--- config.mk ---
export PLATFORM = sky130hd
export DESIGN_NAME = shunt_hs_frame_target_flat
export DESIGN_NICKNAME = d
export VERILOG_FILES = /design/src/rtl/shunt_hs_frame_target_pkg.sv /design/src/rtl/shunt_hs_frame_target_if.sv /design/src/rtl/shunt_hs_resp_ser.sv /design/src/rtl/shunt_hs_frame_target.sv /design/src/flat_wrapper.sv
export SDC_FILE = /design/constraint.sdc
export NUM_CORES = 1
export LEC_CHECK = 0
export CORE_UTILIZATION = 54
export DETAILED_ROUTE_END_ITERATION = 16
export PLACE_DENSITY = 0.82
export SLEW_MARGIN = 10
export SYNTH_ARGS = -nofsm -noshare
export SYNTH_HDL_FRONTEND = slang
export SYNTH_HIERARCHICAL = 1
export SYNTH_SLANG_ARGS = --single-unit
--- constraint.sdc ---
create_clock -name clk -period 10.7 [get_ports clk]
set_input_delay 1.07 -clock clk [delete_from_list [all_inputs] [get_ports clk]]
set_output_delay 1.07 -clock clk [all_outputs]
set_load 0.01 [all_outputs]
--- src/rtl/shunt_hs_frame_target_pkg.sv ---
// shunt_hs_rtl_pkg: shared types for the SHUNT handshake frame target.
// Holds the parser state enum, the header struct, the response word indices and the NACK value.
package shunt_hs_rtl_pkg;

   // The header struct is built from words of this width, so the top's DW must equal W.
   localparam int W = 64;

   typedef enum logic [2:0] {
      H_TYPE,
      H_ID,
      H_DTYPE,
      H_NPAY,
      PAYLOAD,
      CHK,
      RESP,
      DRAIN
   } state_t;

   typedef struct packed {
      logic [W-1:0] ttype;
      logic [W-1:0] id;
      logic [W-1:0] dtype;
      logic [W-1:0] npay;
   } hdr_t;

   localparam logic [1:0] RESP_TYPE  = 2'd0;
   localparam logic [1:0] RESP_ID    = 2'd1;
   localparam logic [1:0] RESP_DTYPE = 2'd2;
   localparam logic [1:0] RESP_NPAY  = 2'd3;

   localparam logic [W-1:0] NACK = '1;

endpackage

--- src/rtl/shunt_hs_frame_target_if.sv ---
// shunt_hs_frame_target_if: the three streams of the frame target.
// Streams: inbound words (in_*), payload to the user (pay_*), response words (resp_*).
// Modports: master = bridge/user side, slave = frame target.
interface shunt_hs_frame_target_if #(
   parameter int DW = 64
);
   logic          in_valid;
   logic          in_ready;
   logic [DW-1:0] in_data;
   logic          pay_valid;
   logic          pay_ready;
   logic [DW-1:0] pay_data;
   logic          pay_last;
   logic          resp_valid;
   logic          resp_ready;
   logic [DW-1:0] resp_data;

   modport master (
      output in_valid, in_data, pay_ready, resp_ready,
      input  in_ready, pay_valid, pay_data, pay_last,
      input  resp_valid, resp_data
   );

   modport slave (
      input  in_valid, in_data, pay_ready, resp_ready,
      output in_ready, pay_valid, pay_data, pay_last,
      output resp_valid, resp_data
   );
endinterface

--- src/rtl/shunt_hs_resp_ser.sv ---
// shunt_hs_resp_ser: serialises a 4-word response header under valid/ready.
// Ports: clk, rst, load + hdr (start), ready/valid/data (word stream), done (last handshake).
module shunt_hs_resp_ser
   import shunt_hs_rtl_pkg::*;
(
   input  logic         clk,
   input  logic         rst,
   input  logic         load,
   input  hdr_t         hdr,
   input  logic         ready,
   output logic         valid,
   output logic [W-1:0] data,
   output logic         done
);
   hdr_t       q;
   logic [1:0] idx;

   always_ff @(posedge clk or posedge rst) begin
      if (rst) begin
         q     <= '0;
         idx   <= '0;
         valid <= 1'b0;
      end else if (load) begin
         q     <= hdr;
         idx   <= '0;
         valid <= 1'b1;
      end else if (valid && ready) begin
         idx <= idx + 2'd1;
         if (idx == RESP_NPAY) valid <= 1'b0;
      end
   end

   always_comb begin
      data = '0;
      unique case (idx)
         RESP_TYPE:  data = q.ttype;
         RESP_ID:    data = q.id;
         RESP_DTYPE: data = q.dtype;
         RESP_NPAY:  data = q.npay;
         default:    data = '0;
      endcase
   end

   assign done = valid & ready & (idx == RESP_NPAY);
endmodule

--- src/rtl/shunt_hs_frame_target.sv ---
// shunt_hs_frame_target: parses SHUNT initiator frames, forwards payload, returns response.
// Ports: clk, rst, bus (in/pay/resp streams), hdr_valid/hdr_* (header), err (sticky).
// Macro SHUNT_HS_TARGET_CHKSUM_EN adds an XOR checksum word after the payload.
module shunt_hs_frame_target
   import shunt_hs_rtl_pkg::*;
#(
   parameter int  DW           = W,
   parameter int  MAX_PAYLOADS = 1024,
   localparam int CW           = $clog2(MAX_PAYLOADS + 1)
) (
   input  logic                    clk,
   input  logic                    rst,
   shunt_hs_frame_target_if.slave  bus,
   output logic                    hdr_valid,
   output logic [DW-1:0]           hdr_type,
   output logic [DW-1:0]           hdr_id,
   output logic [DW-1:0]           hdr_dtype,
   output logic [CW-1:0]           hdr_npay,
   output logic                    err
);
   state_t        state, nxt;
   logic [CW-1:0] count;
   logic          pv, pl;
   logic [DW-1:0] pd;
   logic          acc, pay_fire, over, room, go_resp, rs_done;
   hdr_t          rs_hdr;
`ifdef SHUNT_HS_TARGET_CHKSUM_EN
   logic [DW-1:0] sum;
   logic          nack;
`endif

   assign acc      = bus.in_valid & bus.in_ready;
   assign pay_fire = pv & bus.pay_ready;
   assign over     = bus.in_data > DW'(MAX_PAYLOADS);
   // Skid entry: take a word when it is empty or draining this cycle,
   // and never take more than the header announced.
   assign room     = (count != hdr_npay) & (!pv | bus.pay_ready);

   assign bus.pay_valid = pv;
   assign bus.pay_data  = pd;
   assign bus.pay_last  = pl;

   always_comb begin
      nxt          = state;
      bus.in_ready = 1'b0;
      go_resp      = 1'b0;
`ifdef SHUNT_HS_TARGET_CHKSUM_EN
      nack         = 1'b0;
`endif
      unique case (state)
         H_TYPE: begin
            bus.in_ready = 1'b1;
            if (bus.in_valid) nxt = H_ID;
         end
         H_ID: begin
            bus.in_ready = 1'b1;
            if (bus.in_valid) nxt = H_DTYPE;
         end
         H_DTYPE: begin
            bus.in_ready = 1'b1;
            if (bus.in_valid) nxt = H_NPAY;
         end
         H_NPAY: begin
            bus.in_ready = 1'b1;
            if (bus.in_valid) begin
               if (over) begin
                  nxt = DRAIN;
               end else if (bus.in_data == '0) begin
`ifdef SHUNT_HS_TARGET_CHKSUM_EN
                  nxt = CHK;
`else
                  nxt     = RESP;
                  go_resp = 1'b1;
`endif
               end else begin
                  nxt = PAYLOAD;
               end
            end
         end
         PAYLOAD: begin
            bus.in_ready = room;
            if (pay_fire && pl) begin
`ifdef SHUNT_HS_TARGET_CHKSUM_EN
               nxt = CHK;
`else
               nxt     = RESP;
               go_resp = 1'b1;
`endif
            end
         end
`ifdef SHUNT_HS_TARGET_CHKSUM_EN
         CHK: begin
            bus.in_ready = 1'b1;
            if (bus.in_valid) begin
               nxt     = RESP;
               go_resp = 1'b1;
               nack    = bus.in_data != sum;
            end
         end
`endif
         RESP: begin
            if (rs_done) nxt = H_TYPE;
         end
         DRAIN: begin
            bus.in_ready = 1'b1;
            if (!bus.in_valid) nxt = H_TYPE;
         end
         default: nxt = H_TYPE;
      endcase
   end

   // count equals elements delivered once the response is launched
   always_comb begin
      rs_hdr.ttype = hdr_type;
      rs_hdr.id    = hdr_id;
      rs_hdr.dtype = hdr_dtype;
      rs_hdr.npay  = W'(count);
`ifdef SHUNT_HS_TARGET_CHKSUM_EN
      if (nack) rs_hdr.npay = NACK;
`endif
   end

   always_ff @(posedge clk or posedge rst) begin
      if (rst) begin
         state     <= H_TYPE;
         hdr_valid <= 1'b0;
         hdr_type  <= '0;
         hdr_id    <= '0;
         hdr_dtype <= '0;
         hdr_npay  <= '0;
         count     <= '0;
         pv        <= 1'b0;
         pl        <= 1'b0;
         pd        <= '0;
         err       <= 1'b0;
`ifdef SHUNT_HS_TARGET_CHKSUM_EN
         sum       <= '0;
`endif
      end else begin
         state     <= nxt;
         hdr_valid <= 1'b0;
         if (pay_fire) pv <= 1'b0;
         if (acc) begin
            case (state)
               H_TYPE: begin
                  hdr_type <= bus.in_data;
                  count    <= '0;
`ifdef SHUNT_HS_TARGET_CHKSUM_EN
                  sum      <= '0;
`endif
               end
               H_ID:    hdr_id    <= bus.in_data;
               H_DTYPE: hdr_dtype <= bus.in_data;
               H_NPAY: begin
                  if (over) begin
                     err <= 1'b1;
                  end else begin
                     hdr_valid <= 1'b1;
                     hdr_npay  <= bus.in_data[CW-1:0];
                  end
               end
               PAYLOAD: begin
                  pv    <= 1'b1;
                  pd    <= bus.in_data;
                  pl    <= count == hdr_npay - 1'b1;
                  count <= count + 1'b1;
`ifdef SHUNT_HS_TARGET_CHKSUM_EN
                  sum   <= sum ^ bus.in_data;
`endif
               end
`ifdef SHUNT_HS_TARGET_CHKSUM_EN
               CHK: begin
                  if (nack) err <= 1'b1;
               end
`endif
               default: ;
            endcase
         end
      end
   end

   shunt_hs_resp_ser u_ser (
      .clk   (clk),
      .rst   (rst),
      .load  (go_resp),
      .hdr   (rs_hdr),
      .ready (bus.resp_ready),
      .valid (bus.resp_valid),
      .data  (bus.resp_data),
      .done  (rs_done)
   );
endmodule

--- src/flat_wrapper.sv ---
// flat-port wrapper written by rule: the top's interface ports become plain ports
module shunt_hs_frame_target_flat import shunt_hs_rtl_pkg::*;
#(
   parameter int  DW           = W,
   parameter int  MAX_PAYLOADS = 1024,
   localparam int CW           = $clog2(MAX_PAYLOADS + 1)
)
  (clk, rst, hdr_valid, hdr_type, hdr_id, hdr_dtype, hdr_npay, err, bus_in_valid, bus_in_data, bus_pay_ready, bus_resp_ready, bus_in_ready, bus_pay_valid, bus_pay_data, bus_pay_last, bus_resp_valid, bus_resp_data);
  shunt_hs_frame_target_if #(.DW(DW)) bus_i ();
  input  logic clk;
  input  logic rst;
  output logic hdr_valid;
  output logic [DW-1:0] hdr_type;
  output logic [DW-1:0] hdr_id;
  output logic [DW-1:0] hdr_dtype;
  output logic [CW-1:0] hdr_npay;
  output logic err;
  input wire logic [$bits(bus_i.in_valid)-1:0] bus_in_valid;
  input wire logic [$bits(bus_i.in_data)-1:0] bus_in_data;
  input wire logic [$bits(bus_i.pay_ready)-1:0] bus_pay_ready;
  input wire logic [$bits(bus_i.resp_ready)-1:0] bus_resp_ready;
  output wire logic [$bits(bus_i.in_ready)-1:0] bus_in_ready;
  output wire logic [$bits(bus_i.pay_valid)-1:0] bus_pay_valid;
  output wire logic [$bits(bus_i.pay_data)-1:0] bus_pay_data;
  output wire logic [$bits(bus_i.pay_last)-1:0] bus_pay_last;
  output wire logic [$bits(bus_i.resp_valid)-1:0] bus_resp_valid;
  output wire logic [$bits(bus_i.resp_data)-1:0] bus_resp_data;
  assign bus_i.in_valid = bus_in_valid;
  assign bus_i.in_data = bus_in_data;
  assign bus_i.pay_ready = bus_pay_ready;
  assign bus_i.resp_ready = bus_resp_ready;
  assign bus_in_ready = bus_i.in_ready;
  assign bus_pay_valid = bus_i.pay_valid;
  assign bus_pay_data = bus_i.pay_data;
  assign bus_pay_last = bus_i.pay_last;
  assign bus_resp_valid = bus_i.resp_valid;
  assign bus_resp_data = bus_i.resp_data;
  shunt_hs_frame_target #(.DW(DW), .MAX_PAYLOADS(MAX_PAYLOADS)) u_core (.clk(clk), .rst(rst), .bus(bus_i), .hdr_valid(hdr_valid), .hdr_type(hdr_type), .hdr_id(hdr_id), .hdr_dtype(hdr_dtype), .hdr_npay(hdr_npay), .err(err));
endmodule
==> results.py <==
metrics = {
    "synthesis": {
        "ys_seq_area_share_pct": 57.8,
        "synth.avg_cell_area_um2": 14.5,
        "synth_area_um2": 23500,
        "async_flop_share_pct": 100,
        "synth_edf_count": 0,
        "netlist_instances": 1620,
        "synth_ff_type": "dfrtp_1",
        "ys_warn_count": 6,
        "ys_ff_latch": 544,
        "synthDistinctLibCells": 51,
    },
    "floorplanning": {
        "dieWidth_um": 211,
        "die-area_um2": 44400,
        "io_pins": 406,
        "rows": 76,
        "coreArea_um2": 43100,
        "die_h_um": 211,
        "start_util_pct": 54.6,
    },
    "cts": {
        "cts-htree-levels": 2,
        "postCtsHoldBufs": 0,
        "clock_latency_ns": 0.61,
        "numClockSinks": 544,
        "clkTransAtPathRegs_ns": 0.06,
        "cts-root-buf": "clkbuf_16",
        "post_cts_resized": 0,
        "cts.path.max_buffers": 3,
        "cts_tree": "built",
        "cts_buffers": 55,
        "cts_setup_buffers": 0,
    },
    "timing": {
        "setup_viol": 0,
        "finalHoldViolCount": 0,
        "finalCriticalPeriod_ns": 5.68,
        "rsz0062_at_grt": "no",
        "slew_viol_final": 0,
        "slew_headroom_pct": 18.5,
        "fin_skew_ns": 0.0211,
        "tightest_slew_ns": 1.22,
        "final.setup.tns_ns": 0,
        "max_freq_ghz": 0.176,
        "fin_crit_sh_pct": 53.1,
    },
    "power_and_ir_drop": {
        "p_leak_nw": 13.8,
        "pwr-share-comb_pct": 30.3,
        "p_per_area_nw_per_um2": 235,
        "sw_frac_of_total_pct": 29.3,
        "power_switching_mw": 2.06,
        "p_seq_share_pct": 42.1,
        "p_int_mw": 4.96,
        "irDropWorstVdd_uv": 176,
        "clkPwrFrac_pct": 27.6,
    },
    "critical_path": {
        "regToRegEndpoint": "u_core/u_ser/q[87]",
        "slowest_delay_ns": 0.94,
        "worstReg2RegStart": "u_core/state[2]",
        "cp-startpoint": "bus_in_data[56]",
        "cp_num_buf_inv": 3,
        "critPathTopFamily": "buffers and inverters",
        "reg2regPathDepth": 6,
        "worstSetupPathType": "input pin to flip-flop",
        "worstPathRequired_ns": 11.20,
        "cp_cell_sequence": "clkdlybuf4s50_1, nor4_1, nand4_1, nor4_1, nand4_1, o31ai_4, buf_4, buf_4, mux2_2",
        "cp-end-kind": "flip-flop",
        "worst_ep_arrival_time_ns": 6.18,
        "crit_slowest_cell": "buf_4",
        "r2r_slack_ns": 6.88,
        "cp_max_fo": 81,
        "cp-start-kind": "input pin",
    },
    "placed_design": {
        "gp_congestion": 0.836,
        "place_area_um2": 28000,
        "dp_hpwl_um": 39100,
        "io_buffers": 405,
    },
    "layout": {
        "area_growth_pct": 26.7,
        "insertedDiodeCount": 0,
        "mostFrequentLayoutCells": "dfrtp_1 (544), clkdlybuf4s50_1 (405), mux2_2 (268)",
        "final_common_cell": "dfrtp_1",
        "layout-drive-gt1-share_pct": 27.5,
        "fillCellCount": 2905,
        "fin_util_pct": 69.3,
        "fin_nets": 2116,
        "fin_area_um2": 29800,
    },
    "routing": {
        "num_vias": 15300,
        "viasPerCell": 5.74,
        "wl_um": 62800,
        "drc": 0,
        "drtIter0Drc": 1319,
        "first_pass_iters": 9,
        "ant_nets": 0,
        "wl_per_cell_um": 23.5,
    },
    "grt": {
        "track_usage_pct": 28.3,
        "antenna_found_initial": 0,
        "grt_pass1_vias": 16300,
        "top_usage_layer": "met2",
        "grt.met3_usage_pct": 6.57,
        "use_met2_pct": 46.2,
        "grt_start_max_net_pins": 180,
        "met1_usage_pct": 36.4,
        "globalRoute.totalOverflow": 0,
        "grt_pass1_wl_um": 96700,
    },
    "worst_hold_path": {
        "hp-class": "flip-flop to flip-flop",
        "worstHoldEndpoint": "u_core/u_ser/q[245]",
        "hold_path_depth": 2,
        "holdCritStartpoint": "u_core/hdr_type[53]",
    },
    "run_status": {
        "status": "completed",
    },
    "run": {
        "drv_cap": 0,
    },
}
## cell usage after synthesis, types with 4 or more instances
| cell type | number | area, µm² |
|---|---|---|
| dfrtp_1 | 544 | 13600 |
| buf_2 | 35 | 175 |
| buf_12 | 6 | 120 |
| inv_1 | 74 | 278 |
| a222oi_1 | 64 | 641 |
| mux2_4 | 193 | 2900 |
| nor2_1 | 12 | 45.0 |
| a31oi_1 | 4 | 25.0 |
| clkbuf_1 | 36 | 135 |
| xor2_1 | 11 | 96.3 |
| o31ai_1 | 5 | 37.5 |
| mux2i_1 | 66 | 661 |
| nand2b_1 | 5 | 31.3 |
| nor3_1 | 5 | 25.0 |
| o21ai_0 | 76 | 380 |
| xnor2_1 | 8 | 70.1 |
| ha_1 | 6 | 75.1 |
| mux2_2 | 268 | 3020 |
| buf_6 | 26 | 293 |
| a21oi_1 | 10 | 50.1 |
| nand2_1 | 85 | 319 |
| nand4_1 | 8 | 50.1 |
| nor2b_1 | 4 | 25.0 |
| nand3_1 | 9 | 45.0 |
| nor4_1 | 15 | 93.8 |
| and3_1 | 9 | 56.3 |
## through the flow
stage | setup WS [ns] | instances | power (mW) | hold WS [ns]
final | 5.02 | 2669 | 7.02 | 0.505
after CTS | 4.86 | 2669 | 7.07 | 0.506
after global routing | 4.75 | 2669 | 7.30 | 0.520
after detailed placement | 4.23 | 2569 | 5.10 | 0.481
after global placement | 4.31 | 2569 | 5.03 | 0.466
after floorplan | 1.77 | 1672 | 3.78 | 0.479
## cells by family after synthesis
logic type	share of synthesized area [%]
multiplexers	27.9
flip-flops	57.8
adder cells (fa/ha/maj)	0.361
AO/OA/AOI/OAI	5.33
XOR/XNOR	0.707
other	0.0159
buffers and inverters	4.30
AND/OR/NAND/NOR	3.52
## cell type report
cell class                      instances  area, µm²  area share, %
Clock buffer                           84       1630           5.45
Clock inverter                         16        205          0.688
Tap cell                              585        732           2.45
Sequential cell                       544      13600           45.6
Timing Repair Buffer                  417       4170           14.0
Multi-Input combinational cell        948       9190           30.8
Inverter                               75        297          0.994
## worst max-delay path by stage
stage	cells after the start	end
after global routing	9	u_core/u_ser/q[93]
after global placement	9	u_core/u_ser/q[94]
after floorplan	1	u_core/bus.pay_data[0]
after CTS	9	u_core/u_ser/q[95]
final	9	u_core/u_ser/q[87]
after detailed placement	9	u_core/u_ser/q[95]
## worst register-to-register path, delay by kind of cell, from the launching register on
family	cells	cell delay [ns]
AOI/OAI and AO/OA	1	0.30
buffers and inverters	2	1.66
DFF	1	0.54
muxes	1	0.49
and+or+nand+nor	2	0.71
## state kept, by name (all words and copies together) (netlist names)
name,flops
u_core/u_ser/q,256
u_core/bus.pay_data,64
u_core/hdr_dtype,64
u_core/hdr_id,64
u_core/hdr_type,64
u_core/count,11
u_core/hdr_npay,11
u_core/state,3
u_core/u_ser/idx,2
u_core/bus.pay_last,1
u_core/bus.pay_valid,1
u_core/err,1
u_core/hdr_valid,1
u_core/u_ser/valid,1
## metal layers
layer  wire length [µm]  part of all wire (%)  up-vias
li1                   -                     -     6629
met3               4130                   6.6      137
met1              25500                    41     7991
met5                  0                     0        -
met2              30700                    49      559
met4               2380                   3.8        0
## power groups by stage
stage	registers (mW)	logic (mW)	clock network [mW]
2_1_floorplan	3.09	0.692	0
3_3_place_gp	2.95	2.07	0
3_5_place_dp	2.98	2.12	0
4_1_cts	2.95	2.14	1.98
5_1_grt	3.01	2.23	2.06
6_report	2.95	2.13	1.94
Power figures use the tool's default switching activity.
